### src/rtl/seq_share_ctrl_if.sv
// seq_share_ctrl_if
// Bundles the requester handshake, the shared-circuit drive/response and the
// job status signals of seq_share_ctrl.
//   req0/req1, data0/data1 : job requests and job words (requester side)
//   gnt0/gnt1              : one-cycle accept pulses
//   seq_rst/seq_t/seq_x    : clear, enable and serial data to the shared circuit
//   seq_y                  : response of the shared circuit
//   busy/done/done_id      : job status and completion reporting
//   result                 : captured response of the last completed job
// master = requesters plus shared circuit; slave = the controller.
interface seq_share_ctrl_if #(
    parameter int WIDTH = 8
) ();
    logic             req0;
    logic             req1;
    logic [WIDTH-1:0] data0;
    logic [WIDTH-1:0] data1;
    logic             gnt0;
    logic             gnt1;
    logic             seq_rst;
    logic             seq_t;
    logic             seq_x;
    logic             seq_y;
    logic             busy;
    logic             done;
    logic             done_id;
    logic [WIDTH-1:0] result;

    modport master (
        output req0, req1, data0, data1, seq_y,
        input  gnt0, gnt1, seq_rst, seq_t, seq_x, busy, done, done_id, result
    );

    modport slave (
        input  req0, req1, data0, data1, seq_y,
        output gnt0, gnt1, seq_rst, seq_t, seq_x, busy, done, done_id, result
    );
endinterface

### src/rtl/seq_share_ctrl.sv
// seq_share_ctrl
// Shares one serial sequential circuit between two requesters. A granted job
// word is shifted LSB first into the circuit and its one-cycle-delayed y
// response is collected into a result word.
// Ports:
//   clk  : system clock, rising edge
//   rst  : synchronous active-high reset
//   bus  : seq_share_ctrl_if.slave (requests, grants, shared-circuit drive,
//          status and result)
//
// All outputs are registered, so the state register always describes the
// outputs being set up for the following cycle:
//   state   | meaning
//   IDLE    | arbitrate; a request produces gnt next cycle
//   CLR     | seq_rst pulse next cycle, bit counter cleared
//   SHIFT   | seq_t=1, seq_x=word[cnt] next cycle (WIDTH visits)
//   DRAIN   | quiet cycle next, last y response still arriving
//   DONE    | done pulse, result and done_id next cycle
module seq_share_ctrl #(
    parameter int WIDTH = 8
) (
    input  logic           clk,
    input  logic           rst,
    seq_share_ctrl_if.slave bus
);
    localparam int CW = (WIDTH > 1) ? $clog2(WIDTH) : 1;
    localparam logic [CW-1:0] LAST_BIT = CW'(WIDTH - 1);

    typedef enum logic [2:0] {
        S_IDLE,
        S_CLR,
        S_SHIFT,
        S_DRAIN,
        S_DONE
    } state_t;

    state_t           state;
    logic             prio;      // 1: requester 1 wins a tie
    logic [WIDTH-1:0] word;
    logic             idx;
    logic [CW-1:0]    cnt;
    logic             t_d;       // seq_t one cycle late: seq_y now answers a shifted bit
    logic [WIDTH-1:0] cap;
    logic [WIDTH-1:0] cap_next;
    logic             pick1;

    always_comb begin
        cap_next = (cap >> 1) | (WIDTH'(bus.seq_y) << (WIDTH - 1));
        pick1    = bus.req1 && (!bus.req0 || prio);
    end

    always_ff @(posedge clk) begin
        if (rst) begin
            state       <= S_IDLE;
            prio        <= 1'b0;
            word        <= '0;
            idx         <= 1'b0;
            cnt         <= '0;
            t_d         <= 1'b0;
            cap         <= '0;
            bus.gnt0    <= 1'b0;
            bus.gnt1    <= 1'b0;
            bus.seq_rst <= 1'b0;
            bus.seq_t   <= 1'b0;
            bus.seq_x   <= 1'b0;
            bus.busy    <= 1'b0;
            bus.done    <= 1'b0;
            bus.done_id <= 1'b0;
            bus.result  <= '0;
        end else begin
            bus.gnt0    <= 1'b0;
            bus.gnt1    <= 1'b0;
            bus.seq_rst <= 1'b0;
            bus.seq_t   <= 1'b0;
            bus.seq_x   <= 1'b0;
            bus.done    <= 1'b0;
            bus.busy    <= (state != S_IDLE);
            t_d         <= bus.seq_t;
            if (t_d) begin
                cap <= cap_next;
            end

            case (state)
                S_IDLE: begin
                    if (bus.req0 || bus.req1) begin
                        if (pick1) begin
                            bus.gnt1 <= 1'b1;
                            word     <= bus.data1;
                            idx      <= 1'b1;
                            prio     <= 1'b0;
                        end else begin
                            bus.gnt0 <= 1'b1;
                            word     <= bus.data0;
                            idx      <= 1'b0;
                            prio     <= 1'b1;
                        end
                        state <= S_CLR;
                    end
                end
                S_CLR: begin
                    bus.seq_rst <= 1'b1;
                    cnt         <= '0;
                    state       <= S_SHIFT;
                end
                S_SHIFT: begin
                    bus.seq_t <= 1'b1;
                    bus.seq_x <= word[cnt];
                    if (cnt == LAST_BIT) begin
                        state <= S_DRAIN;
                    end else begin
                        cnt <= cnt + CW'(1);
                    end
                end
                S_DRAIN: begin
                    state <= S_DONE;
                end
                S_DONE: begin
                    // The response to the last bit arrives in this very cycle,
                    // so the result takes the capture including it.
                    bus.done    <= 1'b1;
                    bus.result  <= cap_next;
                    bus.done_id <= idx;
                    state       <= S_IDLE;
                end
                default: begin
                    state <= S_IDLE;
                end
            endcase
        end
    end
endmodule

### src/flat_wrapper.sv
// flat-port wrapper written by rule: the top's interface ports become plain ports
module seq_share_ctrl_flat 
#(
    parameter int WIDTH = 8
)
  (clk, rst, bus_req0, bus_req1, bus_data0, bus_data1, bus_seq_y, bus_gnt0, bus_gnt1, bus_seq_rst, bus_seq_t, bus_seq_x, bus_busy, bus_done, bus_done_id, bus_result);
  seq_share_ctrl_if #(.WIDTH(WIDTH)) bus_i ();
  input  logic clk;
  input  logic rst;
  input wire logic [$bits(bus_i.req0)-1:0] bus_req0;
  input wire logic [$bits(bus_i.req1)-1:0] bus_req1;
  input wire logic [$bits(bus_i.data0)-1:0] bus_data0;
  input wire logic [$bits(bus_i.data1)-1:0] bus_data1;
  input wire logic [$bits(bus_i.seq_y)-1:0] bus_seq_y;
  output wire logic [$bits(bus_i.gnt0)-1:0] bus_gnt0;
  output wire logic [$bits(bus_i.gnt1)-1:0] bus_gnt1;
  output wire logic [$bits(bus_i.seq_rst)-1:0] bus_seq_rst;
  output wire logic [$bits(bus_i.seq_t)-1:0] bus_seq_t;
  output wire logic [$bits(bus_i.seq_x)-1:0] bus_seq_x;
  output wire logic [$bits(bus_i.busy)-1:0] bus_busy;
  output wire logic [$bits(bus_i.done)-1:0] bus_done;
  output wire logic [$bits(bus_i.done_id)-1:0] bus_done_id;
  output wire logic [$bits(bus_i.result)-1:0] bus_result;
  assign bus_i.req0 = bus_req0;
  assign bus_i.req1 = bus_req1;
  assign bus_i.data0 = bus_data0;
  assign bus_i.data1 = bus_data1;
  assign bus_i.seq_y = bus_seq_y;
  assign bus_gnt0 = bus_i.gnt0;
  assign bus_gnt1 = bus_i.gnt1;
  assign bus_seq_rst = bus_i.seq_rst;
  assign bus_seq_t = bus_i.seq_t;
  assign bus_seq_x = bus_i.seq_x;
  assign bus_busy = bus_i.busy;
  assign bus_done = bus_i.done;
  assign bus_done_id = bus_i.done_id;
  assign bus_result = bus_i.result;
  seq_share_ctrl #(.WIDTH(WIDTH)) u_core (.clk(clk), .rst(rst), .bus(bus_i));
endmodule
### config.mk
export PLATFORM = sky130hd
export DESIGN_NAME = seq_share_ctrl_flat
export DESIGN_NICKNAME = d
export VERILOG_FILES = /design/src/rtl/seq_share_ctrl_if.sv /design/src/rtl/seq_share_ctrl.sv /design/src/flat_wrapper.sv
export SDC_FILE = /design/constraint.sdc
export NUM_CORES = 1
export LEC_CHECK = 0
export CAP_MARGIN = 25
export CORE_ASPECT_RATIO = 0.5
export CORE_MARGIN = 2
export CORE_UTILIZATION = 45
export DETAILED_ROUTE_END_ITERATION = 10
export PLACE_DENSITY = 0.73
export REMOVE_ABC_BUFFERS = 1
export SLEW_MARGIN = 10
export SYNTH_ARGS = -nofsm -noshare
export SYNTH_HDL_FRONTEND = slang
export SYNTH_SLANG_ARGS = --single-unit
### constraint.sdc
create_clock -name clk -period 1.9 [get_ports clk]
set_input_delay 0.285 -clock clk [delete_from_list [all_inputs] [get_ports clk]]
set_output_delay 0.285 -clock clk [all_outputs]
set_load 0.02 [all_outputs]
; Word level (Yosys, flattened, before mapping)
; Index checks and enable logic that the tools add are counted.
; Widths: inputs -> output; s select.
[totals]
input_bits = 21
output_inout_bits = 16
wordCells = 55
reg_bits = 41
[op_classes]
bitwise_logic = 4
reduce_logical = 12
add_sub_neg = 1
n_mux = 13
eq_ne = 8
order_cmp = 1
[op_table]
columns = cell, count
row1 = $pmux 3 s4, 1
row2 = $mux 3, 3
row3 = $mux 8, 1
row4 = $or 7x8->8, 1
row5 = $eq 3x2->1 const B, 2
row6 = $eq 3x3->1 const B, 2
row7 = $mux 1, 6
row8 = $pmux 3 s2, 1
row9 = $reduce_and 2->1, 3
row10 = $lt 3x4->1 const B, 1
row11 = $ne 2x1->1 const B, 2
row12 = $add 3x1->3 const B, 1
row13 = $bmux 1 s3, 1
row14 = $eq 3x1->1 const B, 1
row15 = $logic_not 3->1, 1
row16 = $not 1->1, 3
row17 = $reduce_bool 3->1, 1
row18 = $reduce_or 3->1, 1
row19 = $logic_or 1x1->1, 2
row20 = $ne 2x2->1 const B, 1
row21 = $reduce_bool 2->1, 1
row22 = $reduce_or 2->1, 1
row23 = $logic_and 1x1->1, 1
row24 = $logic_not 1->1, 1

; Depth between registers and ports, before layout
; Gate-level depths: netlist (run 1).
[depth]
word_depth = 4
ltp_mapped = 6
depth_no_buf = 6

; Least setup slack after synthesis (run 1)
; OpenSTA, ideal clock, no wires.
[synth_timing]
kind = flip-flop to flip-flop
from = reg u_core.cnt[0]
to = reg u_core.cnt[1]
slack_ns = 0.287
n_path_buf = 0
t_arrival_ns = 1.496
path_stages_with_launch = 7
required_ns = 1.783
period_less_slack_ns = 1.613
path_cell_list = dfxtp_1 -> ha_1 -> ha_1 -> or3b_1 -> a21oi_1 -> nor2_1 -> a22o_1
[synth_via]
elab_chain_cells = 3
word_cells_on_any_way = 6
classes_between = 1 x add/sub / 2 x eq/ne / 2 x mux / 1 x reduce/logical
[synth_rtl]
columns = element, line
row1 = start: declaration, seq_share_ctrl.sv:41  ; logic [CW-1:0] cnt;
row2 = start signal: assignment, seq_share_ctrl.sv:111  ; cnt <= cnt + CW'(1);
row3 = $add 3x1->3 / $eq 3x3->1 (equally long branches), "seq_share_ctrl.sv:111, seq_share_ctrl.sv:108"
row4 = $mux 3 / $ne 2x2->1 (equally long branches), --
row5 = $pmux 3 s2 / $reduce_and 2->1 (equally long branches), --
; Parallel ways exist; a longest one is shown, timed or not. The select of a mux whose other input is x is not followed.
; A chain may end at the register's enable or synchronous reset.

; Worst setup path in the final report (run 1)
[layout_timing]
from = reg u_core.cnt[1]
to = reg u_core.cnt[1]
; The elaborated chain is that of the path after synthesis.

==> results of run 1 <==
metrics by stage:
stage / cells / util, %
2_1_floorplan: 145 / -
3_3_place_gp: 239 / 59.6
3_5_place_dp: 239 / 59.6
4_1_cts: 247 / 62.4
5_1_grt: 247 / 62.4
6_report: 247 / 62.4
metal layers:
metal | global-route usage (%) | up-vias | wire length, um
met5 | 0 | - | 0
met1 | 20.9 | 552 | 1480
met3 | 4.84 | 7 | 114
met2 | 26.5 | 23 | 1380
met4 | 6.36 | 0 | 43
li1 | - | 627 | -
cells by family (layout without fill, tap and decap cells):
logic type | count (synthesis) | after routing | synth area share, %
AND/OR/NAND/NOR | 53 | 53 | 16.0
flip-flops | 40 | 40 | 50.2
buffers and inverters | 12 | 53 | 3.84
XOR/XNOR | 1 | 1 | 0.549
adder cells (fa/ha/maj) | 2 | 2 | 1.57
multiplexers | 19 | 19 | 13.5
AO/OA/AOI/OAI | 28 | 28 | 14.4
state kept, by name, summed over array words and instances, names as in the netlist:
name / cells
u_core.bus.seq_t: 1
u_core.bus.seq_x: 1
u_core.state: 3
u_core.word: 8
u_core.bus.gnt1: 1
u_core.bus.busy: 1
u_core.bus.done_id: 1
u_core.bus.gnt0: 1
u_core.idx: 1
u_core.prio: 1
u_core.cap: 7
u_core.bus.seq_rst: 1
u_core.bus.done: 1
u_core.cnt: 3
u_core.bus.result: 8
u_core.t_d: 1
worst paths after layout:
path | to | cells after the start | slack, ps | from
max | u_core.cnt[1] | 6 | 210 | u_core.cnt[1]
min | u_core.t_d | 1 | 460 | u_core.bus.seq_t
max reg2reg | u_core.cnt[1] | 6 | 210 | u_core.cnt[1]
min reg2reg | u_core.t_d | 1 | 460 | u_core.bus.seq_t
worst register-to-register path, stage by stage, from the launching register on:
cell	delay [ps]
sky130_fd_sc_hd__dfxtp_1	350
sky130_fd_sc_hd__ha_1	190
sky130_fd_sc_hd__ha_1	210
sky130_fd_sc_hd__or3b_1	350
sky130_fd_sc_hd__a21oi_1	170
sky130_fd_sc_hd__nor2_1	80
sky130_fd_sc_hd__a22o_1	230
cells in the final DEF, fill, tap and decap left out, types with 4 or more instances in the layout:
cell type	n
sky130_fd_sc_hd__mux2i_1	17
sky130_fd_sc_hd__dfxtp_1	40
sky130_fd_sc_hd__buf_4	6
sky130_fd_sc_hd__nor3_1	7
sky130_fd_sc_hd__a211oi_2	8
sky130_fd_sc_hd__nand2_1	4
sky130_fd_sc_hd__nor2_1	32
sky130_fd_sc_hd__clkdlybuf4s50_1	36
sky130_fd_sc_hd__o22ai_1	8
sky130_fd_sc_hd__clkbuf_8	6
where the power goes:
group          leakage, nW  internal [mW]  switching [mW]
sequential           0.326          0.917          0.0671
clock               0.0445          0.295           0.281
combinational        0.400          0.245           0.231
area by class of cell:
cell class	instances	area (um2)
multi-input combinational	103	739
fill	312	1280
inverter	2	7.51
timing repair buffer	43	425
clock buffer	7	86.3
sequential	40	801
tap	51	63.8
clock inverter	1	7.51
==> results.md, run 1 <==
Routing:
- The via count is approximately 1,200.
- The final routed wire length divided by cell count is between 10 and 15 um.
- Using the TritonRoute via totals, the vias-per-cell ratio works out to between 4 and 5.
- The first detailed-routing pass ran for 4 iterations.
- The count of nets left with antenna violations once routing finished came out at 0.
- The detailed-route DRC error count is 0.
- The number of DRC markers in iteration 0 is 59.
- The total wirelength of the detailed-routed design is 3020 um.

Global routing:
- The first global-routing pass estimated between 4000 and 5000 um of wire.
- After global routing the overflow that remains totals 0.
- The via count of the first global-routing pass was about 1,100.
- The initial antenna violation count is 0.
- The largest net degree at the start of global routing is 30.
- The overall global routing resource usage is ~16%.

CTS:
- The sink count of the clock tree is 40.
- The number of clock buffers added by TritonCTS is 5.
- Clock latency on the worst-skew pair, taken at its later pin, is slightly below 300 ps.
- The clock input transition at the sequential cells of the worst setup and hold paths is 70 ps.
- The count of cells resized by post-cts repair is 0.
- The root buffer selected by CTS is sky130_fd_sc_hd__clkbuf_8.
- The H-tree level count is 2.
- Buffers inserted to repair hold after CTS numbered 0.
- TritonCTS built the clock tree.
- Post-CTS timing repair inserted 0 buffers for setup.
- The maximum clock insertion buffer count is 2.

Pwr:
- The worst-case vdd ir drop is about 0.52 mV.
- The total power divided by cell area is roughly 960 mW/mm2.
- For this design the static power due to leakage is about 0.77 nW.
- Power comes to about 2.0 mW.

Job:
- The count of max-cap constraint violations is 0.

Timing:
- Across all hold checks on the routed design, the worst slack comes to 462 ps.
- The final cycle utilization of the critical path is between 80% and 90%.
- The final sum of negative setup slack is 0 ps.
- The minimum clock period is approximately 1700 ps.
- The post-layout worst setup margin is approximately 210 ps.
- Clock skew on the completed layout was measured at approximately 5.3 ps.
- The number of max-slew violations in the final report came to 0.
- The hold violation count in the final report is 0.
- Setup repair after global routing left no endpoint under its margin.
- For the pin with the worst max-slew slack, the measured transition is between 300 and 400 ps.
- The highest attainable clock frequency is approximately 590 MHz.
- The normalized max-slew margin is about 74%.
- The setup violation total in the final timing report is 0.

Worst setup path:
- In this design, the stage delay of the slowest critical-path cell is around 350 ps.
- STA puts the critical path data required time at 2080 ps.
- The worst-path maximum fanout is 4.
- The count of buffer and inverter cells on the critical path is 0.
- Walking the worst path, the cells encountered are ha_1, ha_1, or3b_1, a21oi_1, nor2_1, a22o_1.
- The slowest stage cell on the critical path is sky130_fd_sc_hd__dfxtp_1.
- The nature of the critical path endpoint is a register.
- Grouping stages by cell kind, the critical path spends the most delay in simple AND/OR/NAND/NOR gates.
- By instance count, the cell type seen most on the critical path is sky130_fd_sc_hd__ha_1.
- Data on the critical path arrives at its endpoint at about 1900 ps.
- The worst setup path is of the register to register kind.
- STA classifies the critical path startpoint as a register.

Synth:
- The most used flip-flop cell after synthesis is sky130_fd_sc_hd__dfxtp_1.
- Counting distinct cell types in the post-synthesis netlist gives 30.
- sky130_fd_sc_hd__dfxtp_1 is the most common cell in the netlist.
- In this run the biggest area consumer among cell types represents 50.2% of the synthesized area.
- Sequential cells were found to cover between 50% and 60% of the synthesized design area.
- The commonest cells after synthesis are 40 x sky130_fd_sc_hd__dfxtp_1, 32 x sky130_fd_sc_hd__nor2_1, 17 x sky130_fd_sc_hd__mux2i_1.
- The biggest area contributor in the post-synthesis netlist is sky130_fd_sc_hd__dfxtp_1.
- By area the synthesized netlist is led by sky130_fd_sc_hd__dfxtp_1 50%, sky130_fd_sc_hd__mux2i_1 11%, sky130_fd_sc_hd__nor2_1 7.5%.
- The area of the mapped netlist is between 0.0015 and 0.002 mm2.
- The share of flip-flops with an asynchronous set or reset is 0%.
- The post-synthesis area per instance is 10.3 um2.
- After technology mapping, the gate count stands at between 150 and 200.
- The number of warnings printed during yosys synthesis is 0.
- After synthesis the netlist holds a flip-flop and latch count of 40.
- In this run, synthesis inferred 0 flip-flops with an integrated enable.

Die:
- The initial utilization of the core area, before any placement, comes to about 47%.
- In this run the horizontal extent of the chip is ~90 um.
- From bottom edge to top edge, the die measures approximately 46 um.
- The placement row count is 15.
- In this run the standard cell core region covers between 0.003 and 0.004 mm2.
- For this design the top-level I/O count stands at 37.
- The die covers 0.00407 mm2.

Status:
- The run finished with clean final reports.

Placed design:
- The post-detailed-placement cell area is 0.00204 mm2.
- The congestion estimate from routability-driven global placement came to approximately 0.70.
- Detailed placement ended at an HPWL of approximately 2200 um.
- Input and output buffers added on the ports amount to 36.
- The post-place setup slack is between 200 and 250 ps.

Finish:
- After routing the design area is between 0.002 and 0.0025 mm2.
- The share of final-layout standard cells stronger than drive strength 1 is between 10 and 15%.
- The area growth from synthesis to final layout is 33.5%.
- For this run, the post-layout net count is ~220.
- The number of diodes added for antenna fixing is 0.

Min path:
- The path type of the worst min-delay path is register to register.
No activity file was read; power rests on OpenSTA's default activity.
==> run 2, diff against run 1 <==
--- a/config.mk
+++ b/config.mk
@@ -10,6 +10,7 @@
 export CORE_MARGIN = 2
 export CORE_UTILIZATION = 45
 export DETAILED_ROUTE_END_ITERATION = 10
+export MAX_ROUTING_LAYER = met4
 export PLACE_DENSITY = 0.73
 export REMOVE_ABC_BUFFERS = 1
 export SLEW_MARGIN = 10
==> run 2 against run 1 <==
Clock-buffer cell count unchanged; maximum frequency increased by 0.85%; power up 0.13%.
==> results.md, run 2 (synthesis gave the netlist of run 1 again) <==
Pwr:
- IR analysis of the VDD net gives a maximum drop of a little over 0.5 mV.
- The internal portion of the total power is about 1.5 mW.
- In this run the static leakage power is 0.771 nW.
- The fraction of power consumed by the clock network is between 20% and 30%.
- The analysis attributes to net switching a power of around 580 uW.
- The part of the total power dissipated in combinational logic is approximately a quarter.
- Per report_power, the sequential group accounts for about half of the total.
- Power spread over the standard cell area amounts to 957 mW/mm2.
- The switching power as a share of total power is around 29%.
- The power after layout is 2.04 mW.

Worst setup path:
- The kind of launch point of the worst setup path is a register.
- The critical register-to-register path startpoint is u_core.cnt[1].
- The largest individual stage delay along the critical path comes from the cell sky130_fd_sc_hd__dfxtp_1.
- The worst endpoint required time is 2080 ps.
- The worst setup path category is register to register.
- In this run the worst setup path begins at u_core.cnt[1].
- Counting stages on the worst path, the most repeated cell is sky130_fd_sc_hd__ha_1.
- The critical path goes through ha_1, ha_1, or3b_1, a21oi_1, nor2_1, a22o_1.
- The critical path arrival is about 1900 ps.
- The kind of cell with the highest combined delay on the critical path is simple AND/OR/NAND/NOR gates.
- The endpoint identified for the worst register-to-register timing path is u_core.cnt[1].
- In this design, the stage delay of the slowest critical-path cell is ~350 ps.
- The register-to-register path setup slack is around 220 ps.
- The nature of the critical path endpoint is a register.
- The count of buffer and inverter cells on the critical path is 0.
- The length in cells of the worst reg-to-reg path is 6.
- The worst-path maximum fanout is 4.

Min path:
- The start point of the worst min-delay path is u_core.bus.seq_t.
- The instance count along the most critical hold path is 1.
- The path type of the worst min-delay path is register to register.
- For hold timing, the worst endpoint is u_core.t_d.

Job:
- The count of max-cap constraint violations is 0.

Die:
- The initial standard-cell utilization of the core is 46.7%.
- The floorplan has 15 rows.
- 37 I/O pins were placed.
- The width of the die is just under 90 um.
- In this run the vertical extent of the chip is 46.1 um.
- The die covers roughly 0.0041 mm2.
- The placeable core region is ~0.0034 mm2.

Global routing:
- The overall global routing resource usage is 16.8%.
- The first global-routing pass estimated around 4900 um of wire.
- The initial antenna violation count was 0.
- Entering global routing, the biggest net connects 30 pins.
- The global-route congestion overflow total is 0.
- The via count of the first global-routing pass was approximately 1,100.

Finish:
- The number of fill cells in the layout is approximately 310.
- The layout net count is around 220.
- The library cell used most frequently in the layout, excluding fill and tap cells, is sky130_fd_sc_hd__dfxtp_1.
- In the final layout, the registers with the most flip-flops are u_core.bus.result (8), u_core.word (8), u_core.cap (7).
- The share of final-layout standard cells stronger than drive strength 1 is 14.3%.
- Once layout is complete, the utilization of the core stands at slightly above 60%.
- The number of diodes added for antenna fixing is 0.
- The top cell types in the final layout, fill and taps aside, are 40 x sky130_fd_sc_hd__dfxtp_1, 36 x sky130_fd_sc_hd__clkdlybuf4s50_1, 32 x sky130_fd_sc_hd__nor2_1.
- The sequential cell area in the final layout is ~800 um2.
- From synthesis to final layout, the design area changed by 33.5%.
- In the final layout, the multi-input gates occupy 739 um2.

CTS:
- The maximum clock insertion buffer count is 2.
- The H-tree level count is 2.
- After clock tree synthesis, the clock-pin slew on the worst setup and hold paths is around 70 ps.
- The setup fix buffers added after clock tree synthesis is 0.
- The clock reaches the later pin of the worst-skew pair after around 290 ps.
- Once the clock tree was built, the resizer swapped 0 gates to a different size.
- The post-cts hold buffer count is 0.
- TritonCTS built the clock tree.
- In this run, CTS created clock tree buffers numbering 5.
- The sink count of the clock tree is 40.
- The root buffer selected by CTS is sky130_fd_sc_hd__clkbuf_8.

Placed design:
- The HPWL after detailed placement is about 2200 um.
- Routability-driven placement finished with a final weighted congestion of a little over 0.7.
- The count of buffers added on input and output ports is 36.
- OpenSTA, run right after detailed placement, puts the worst setup slack at 222 ps.

Routing:
- The routed layout has roughly 1,200 vias.
- The ratio of routed vias to standard cells is roughly 5.
- The detailed-route DRC error count is 0.
- The number of search-and-repair iterations in the first detailed-routing pass is 4.
- The remaining antenna violation count is 0.
- The total wirelength of the detailed-routed design is approximately 3000 um.
- The number of DRC markers in iteration 0 is between 50 and 60.
- The final routed wire length divided by cell count is 12.3 um.

Timing:
- The hold violation count in the final report is 0.
- In the finished design, the share of the clock period the worst path needs comes to around 88%.
- The number of max-slew violations in the final report is 0.
- Measured against its own limit, the worst slew margin works out to about three quarters.
- The highest attainable clock frequency is a little under 600 MHz.
- Across all setup checks in the final design, the least slack found is approximately 220 ps.
- For the pin with the worst max-slew slack, the measured transition is between 300 and 400 ps.
- Setup violations remaining at the end of the flow were counted as 0.
- Setup repair after global routing left no endpoint under its margin.
- Between clock sinks in the finished design, the worst skew comes to about 7.7 ps.
- The minimum clock period is 1680 ps.

Status:
- The flow ran to the end, and the final reports show no timing, DRC or antenna violations.
-- run 2: final cells by class --
type / count / area share, %
sequential: 40 / 37.6
timing repair buffer: 43 / 20.0
clock inverter: 1 / 0.352
inverter: 2 / 0.352
tap: 51 / 2.99
multi-input combinational: 103 / 34.7
clock buffer: 7 / 4.05
-- run 2: worst register-to-register path: stages (launching register included) --
cell and delay [ps]:
sky130_fd_sc_hd__dfxtp_1 350, sky130_fd_sc_hd__ha_1 190, sky130_fd_sc_hd__ha_1 210, sky130_fd_sc_hd__or3b_1 350, sky130_fd_sc_hd__a21oi_1 160, sky130_fd_sc_hd__nor2_1 80, sky130_fd_sc_hd__a22o_1 230
-- run 2: how the worst max path moves through the flow --
stage / endpoint / slack, ps / cells past startpoint
after floorplan: u_core.bus.done_id / -50 / 3
after global placement: u_core.word[4] / 240 / 5
after detailed placement: u_core.word[6] / 220 / 5
after CTS: u_core.cnt[2] / 230 / 6
after global routing: u_core.cnt[2] / 160 / 6
final: u_core.cnt[1] / 220 / 6
-- run 2: per-stage QoR --
step	std cells	setup TNS, ps	cell area, um2	hold WS [ps]
3_5_place_dp	239	0	2040	452
3_3_place_gp	239	0	2040	455
2_1_floorplan	145	-452	1540	350
5_1_grt	247	0	2130	484
6_report	247	0	2130	462
4_1_cts	247	0	2130	465
-- run 2: power by group through the flow --
stage	clock network, mW	registers [mW]	logic (mW)
after floorplan	0	1.01	0.282
after global placement	0	1.00	0.473
after detailed placement	0	1.01	0.479
after CTS	0.594	0.985	0.481
after global routing	0.629	0.999	0.524
final	0.577	0.984	0.477
-- run 2: layer usage --
layer  vias up  track usage [%]  routed length [um]
met5         -                -                   0
met3         5             4.84                 132
met2        28             26.5                1370
met4         0             6.36                  36
li1        626                -                   -
met1       541             20.9                1490
==> run 3, diff against run 2 <==
--- a/config.mk
+++ b/config.mk
@@ -10,7 +10,6 @@
 export CORE_MARGIN = 2
 export CORE_UTILIZATION = 45
 export DETAILED_ROUTE_END_ITERATION = 10
-export MAX_ROUTING_LAYER = met4
 export PLACE_DENSITY = 0.73
 export REMOVE_ABC_BUFFERS = 1
 export SLEW_MARGIN = 10
==> results of run 3 <==
Final layout, timing and power as in run 1 (identical DEF).
